## src/rtl/lab6_seq_pkg.sv

```systemverilog
// rtl/lab6_seq_pkg.sv - shared FSM state type and default widths for the lab6 sequence tracker
package lab6_seq_pkg;

  typedef enum logic {
    IDLE  = 1'b0,
    ARMED = 1'b1
  } state_e;

  localparam int DEF_CW        = 8;
  localparam int DEF_GW        = 8;
  localparam int DEF_BURST_GAP = 4;
  localparam int DEF_BURST_N   = 3;

  // Bits needed to hold a run length of 0..n.
  function automatic int run_width(input int n);
    return (n < 1) ? 1 : $clog2(n + 1);
  endfunction

endpackage

```

## src/rtl/lab6_sat_counter.sv

```systemverilog
// rtl/lab6_sat_counter.sv - up counter with sync clear, restart-to-one and saturation at all-ones
module lab6_sat_counter #(
  parameter int W = 8
) (
  input  logic         clk_i,
  input  logic         rst_ni,
  input  logic         clr_i,
  input  logic         restart_i,
  input  logic         inc_i,
  output logic [W-1:0] count_o
);

  localparam logic [W-1:0] MAX = '1;

  logic [W-1:0] count_q, count_d;

  always_comb begin
    count_d = count_q;
    if (clr_i) begin
      count_d = '0;
    end else if (restart_i) begin
      count_d = W'(1);
    end else if (inc_i && (count_q != MAX)) begin
      count_d = count_q + W'(1);
    end
  end

  always_ff @(posedge clk_i or negedge rst_ni) begin
    if (!rst_ni) begin
      count_q <= '0;
    end else begin
      count_q <= count_d;
    end
  end

  assign count_o = count_q;

endmodule

```

## src/rtl/lab6_seq_tracker.sv

```systemverilog
// rtl/lab6_seq_tracker.sv - match statistics (count, gap, min gap, burst alarm) for the "101" detector
// Optional min_gap register is built only when LAB6_SEQ_MINGAP_EN is defined.
module lab6_seq_tracker
  import lab6_seq_pkg::*;
#(
  parameter int CW        = DEF_CW,
  parameter int GW        = DEF_GW,
  parameter int BURST_GAP = DEF_BURST_GAP,
  parameter int BURST_N   = DEF_BURST_N
) (
  input  logic          clock,
  input  logic          rst_n,
  input  logic          found,
  input  logic          clr,
  output logic [CW-1:0] match_count,
  output logic [GW-1:0] last_gap,
  output logic          gap_valid,
  output logic [GW-1:0] min_gap,
  output logic          burst
);

  localparam int              RW        = run_width(BURST_N);
  localparam logic [GW-1:0]   SHORT_LIM = GW'(BURST_GAP);
  localparam logic [RW-1:0]   RUN_MAX   = RW'(BURST_N);

  state_e          state_q, state_d;
  logic [GW-1:0]   gap_cnt;
  logic [GW-1:0]   last_gap_q, last_gap_d;
  logic            gap_valid_q, gap_valid_d;
  logic            burst_q, burst_d;
  logic [RW-1:0]   run_q, run_d;
  logic            take, record, gap_inc;

  always_ff @(posedge clock or negedge rst_n) begin
    if (!rst_n) begin
      state_q <= IDLE;
    end else begin
      state_q <= state_d;
    end
  end

  always_comb begin
    state_d = state_q;
    if (clr) begin
      state_d = IDLE;
    end else if (found) begin
      state_d = ARMED;
    end
  end

  // A found coinciding with clr is dropped entirely.
  always_comb begin
    take    = found & ~clr;
    record  = take & (state_q == ARMED);
    gap_inc = ~clr & ~found & (state_q == ARMED);
  end

  lab6_sat_counter #(.W(CW)) u_match_cnt (
    .clk_i     (clock),
    .rst_ni    (rst_n),
    .clr_i     (clr),
    .restart_i (1'b0),
    .inc_i     (take),
    .count_o   (match_count)
  );

  lab6_sat_counter #(.W(GW)) u_gap_cnt (
    .clk_i     (clock),
    .rst_ni    (rst_n),
    .clr_i     (clr),
    .restart_i (take),
    .inc_i     (gap_inc),
    .count_o   (gap_cnt)
  );

  always_comb begin
    last_gap_d  = last_gap_q;
    gap_valid_d = 1'b0;
    run_d       = run_q;
    if (clr) begin
      last_gap_d = '0;
      run_d      = '0;
    end else if (record) begin
      last_gap_d  = gap_cnt;
      gap_valid_d = 1'b1;
      if (gap_cnt < SHORT_LIM) begin
        run_d = (run_q == RUN_MAX) ? RUN_MAX : run_q + RW'(1);
      end else begin
        run_d = '0;
      end
    end
    burst_d = (run_d == RUN_MAX);
  end

  always_ff @(posedge clock or negedge rst_n) begin
    if (!rst_n) begin
      last_gap_q  <= '0;
      gap_valid_q <= 1'b0;
      run_q       <= '0;
      burst_q     <= 1'b0;
    end else begin
      last_gap_q  <= last_gap_d;
      gap_valid_q <= gap_valid_d;
      run_q       <= run_d;
      burst_q     <= burst_d;
    end
  end

  assign last_gap  = last_gap_q;
  assign gap_valid = gap_valid_q;
  assign burst     = burst_q;

`ifdef LAB6_SEQ_MINGAP_EN
  logic [GW-1:0] min_gap_q, min_gap_d;

  always_comb begin
    min_gap_d = min_gap_q;
    if (clr) begin
      min_gap_d = '1;
    end else if (record && (gap_cnt < min_gap_q)) begin
      min_gap_d = gap_cnt;
    end
  end

  always_ff @(posedge clock or negedge rst_n) begin
    if (!rst_n) begin
      min_gap_q <= '1;
    end else begin
      min_gap_q <= min_gap_d;
    end
  end

  assign min_gap = min_gap_q;
`else
  assign min_gap = '1;
`endif

endmodule

```

## config.mk

```make
export PLATFORM = sky130hd
export DESIGN_NAME = lab6_seq_tracker
export DESIGN_NICKNAME = d
export VERILOG_FILES = /design/src/rtl/lab6_seq_pkg.sv /design/src/rtl/lab6_sat_counter.sv /design/src/rtl/lab6_seq_tracker.sv
export SDC_FILE = /design/constraint.sdc
export NUM_CORES = 1
export LEC_CHECK = 0
export CAP_MARGIN = 20
export CORE_ASPECT_RATIO = 0.5
export CORE_MARGIN = 2
export CORE_UTILIZATION = 40
export DETAILED_ROUTE_END_ITERATION = 12
export SLEW_MARGIN = 20
export SYNTH_ARGS = -nofsm -noshare
export SYNTH_HDL_FRONTEND = slang
export SYNTH_SLANG_ARGS = --single-unit
```

## constraint.sdc

```tcl
create_clock -name clock -period 2.9 [get_ports clock]
set_clock_uncertainty 0.1 [all_clocks]
set_input_delay 0.58 -clock clock [delete_from_list [all_inputs] [get_ports clock]]
set_output_delay 0.58 -clock clock [all_outputs]
set_load 0.005 [all_outputs]
```

==> flow_summary.ini <==
[placement]
numPortBuffers = 21
dp_cells = 229
place_hpwl_mm = 2.15
place_congestion = 0.782
place_ws_ns = 0.505

[power]
power_density_mw_per_mm2 = 445
clkPwrFrac_pct = 40.8
p_switching_uw = 189
p_int_uw = 624
leakagePower_uw = 0.000817
pwr-share-seq_pct = 52.0
combPwrFrac_pct = 7.1
ir_drop_uv = 141
swShare_pct = 23.2

[worst_setup_path]
cp_data_arrival_time_ns = 2.18
cp-end-kind = register
worstPathRequired_ns = 2.96
crit_chain = clkdlybuf4s50_1, nand3_2, or4_1, o211a_1
cp_max_fo = 16
slowest_stage = clkdlybuf4s50_1
slowest_delay_ns = 0.78
cp-start-kind = input pin
cp_top_family = buffers and inverters
cp.buffers_inverters = 1
worstSetupPathType = in -> reg

[drt]
vias = 1241
wl_met1_mm = 1.57
top_layer = met4
drcViolationCount = 0
vias_per_cell = 5.26
wl_met3_um = 121
dr_wl_met2_mm = 1.37
routed_wl_mm = 3.10
drt_iter0_drc = 36
antenna_left = 0
dr.pass1.iters = 4
drt-wirelength-per-cell_um = 13.1

[sta]
rsz0062_at_grt = no
post-route-period-util_pct = 72.9
period_needed_ns = 2.11
setup_slack_ns = 0.786
finalHoldViolCount = 0
slew_viol_final = 0
setup_viol_count_final = 0
tns_ns = 0
max_freq_ghz = 0.473
whs_ns = 0.409

[cells_and_area]
n_antenna_cell = 0
nNetsFinal = 191
syn_to_final_growth_pct = 19.6
layout.cells.non_filler = 236
drive_gt1_share_pct = 8.11

[floorplan]
io_pins = 30
die_area_mm2 = 0.00436
core_area_mm2 = 0.00355
die_x_um = 91.4
dieHeight_um = 47.7
row_count = 15
start_util_pct = 43.1

[logic_synthesis]
synth_top_area_share_pct = 47.5
synth.area.mux_share_pct = 4.17
yosysTopAreaCell = dfrtp_1
synthAdderAreaFrac_pct = 1.64
netlist_area_mm2 = 0.00153
avgSynthCellArea_um2 = 9.27
synth_cells = 165
synth_area_leaders = dfrtp_1, nand2_1, buf_4
synth_top_family_by_area = simple AND/OR/NAND/NOR gates
synth_compound_area_share_pct = 9.74
synth_xor_area_share_pct = 0
synth_seq_area_share_pct = 47.5
ys_types = 34
yosysWarnings = 0
yosys.area_share.simple_pct = 28.6
synth_seq_cells = 29

[run]
drv_cap = 0

[global_routing]
grt_pass1_wl_mm = 5.33
grt_pass1_vias = 1194
overflow = 0
grt_max_degree = 30
grt_use_total_pct = 16.0
antenna_found_initial = 0

[cts]
cts_hold_buffers = 0
cts.sinks = 29
cts_tree = done
clkTransAtPathRegs_ns = 0.06
ctsResizeCount = 0
clock_latency_ns = 0.28
numCtsBuffers = 5
cts_setup_buffers = 0
ctsRootBufferMaster = clkbuf_8
cts_max_level = 2
clockBufferDepth = 2

[min_path]
hold_class = reg -> reg

[outcome]
status = complete, no violations
==> layout by cell type, fill, tap and decap left out, drive strengths merged, types with 2 or more instances in the layout <==
master	n
a211oi	6
a21boi	2
a21oi	9
a31oi	2
and3	3
and4	4
buf	3
clkbuf	7
clkdlybuf4s50	21
conb	8
dfrtp	29
ha	2
inv	4
mux2	3
mux2i	3
nand2	25
nand3	13
nand3b	2
nand4	5
nor2	8
nor2b	5
nor3	9
nor4	2
nor4b	2
==> worst paths after layout <==
kind | endpoint | from | slack, ns | depth (start not counted)
min reg2reg | last_gap[5] | last_gap[5] | 0.41 | 2
min | last_gap[5] | last_gap[5] | 0.41 | 2
min in group asynchronous | run_q[1] | rst_n | 0.58 | 2
max in group asynchronous | last_gap[5] | rst_n | 1.84 | 2
max reg2reg | u_match_cnt.count_o[0] | u_match_cnt.count_o[0] | 1.14 | 4
max | u_match_cnt.count_o[7] | found | 0.79 | 4
==> registers in the layout (all words and copies together) (netlist names) <==
name	cells
last_gap	8
burst	1
state_q	1
gap_valid	1
u_gap_cnt.count_o	8
run_q	2
u_match_cnt.count_o	8
==> routing by layer <==
layer	GRT usage, %	up-vias
met3	4.25	5
met4	7.58	0
met1	20.0	600
li1	-	608
met2	27.5	28
met5	0	-
==> area by class of cell <==
cell class	count	area, um^2
multi-input cells	121	704
flip-flops and latches	29	726
clock buffers	7	86.3
inverters	4	15.0
well taps	51	63.8
fillers	337	1720
repair buffers	24	233
==> worst reg2reg max path, delay by kind of cell (launching register included) <==
kind | cells | cell delay [ns]
flops | 1 | 0.44
mux | 1 | 0.36
fa+ha+maj | 1 | 0.29
compound gates | 1 | 0.24
simple gates | 1 | 0.22
==> power by group through the flow <==
stage / Clock, uW / Sequential [uW] / Combinational (uW)
detailed placement: 0 / 430 / 58.8
finish: 332 / 423 / 58.1
floorplan: 0 / 427 / 41.2
global placement: 0 / 430 / 58.5
global route: 362 / 424 / 65.7
CTS: 343 / 423 / 59.2
==> per-stage QoR <==
| step | instance area, um^2 | total power, uW | utilization [%] |
|---|---|---|---|
| floorplan | 1560 | 468 | - |
| global placement | 1740 | 488 | 49.1 |
| detailed placement | 1740 | 489 | 49.1 |
| CTS | 1830 | 825 | 51.5 |
| global route | 1830 | 852 | 51.5 |
| finish | 1830 | 813 | 51.5 |
==> cells in the mapped netlist <==
library cell  instances
and4b_1               1
nand3_2               1
a211oi_2              1
a21oi_1               9
or4_1                 1
o22ai_1               1
o21ba_2               1
a31oi_1               2
ha_1                  2
nand3_1              12
nor3_1                9
and3_1                3
nor4b_1               2
a21boi_1              2
nand2b_1              1
nand3b_1              2
o211a_1               1
clkbuf_1              2
mux2i_1               3
nand4_1               5
or2_0                 1
nor2_1                8
nor2b_1               5
nand2_1              25
mux2_2                3
a211oi_1              5
buf_2                 7
inv_1                 4
or3_1                 1
nor4_1                2
buf_4                 9
conb_1                1
and4_1                4
dfrtp_1              29
==> logic make-up (layout without fill, tap and decap cells) <==
kind of cell	after synthesis	after routing
DFF	29	29
and+or+nand+nor	83	83
other	1	8
buffers and inverters	22	35
AOI/OAI and AO/OA	22	22
adders and majority gates	2	2
muxes	6	6
Note: power is estimated with default switching activity, not from simulation.
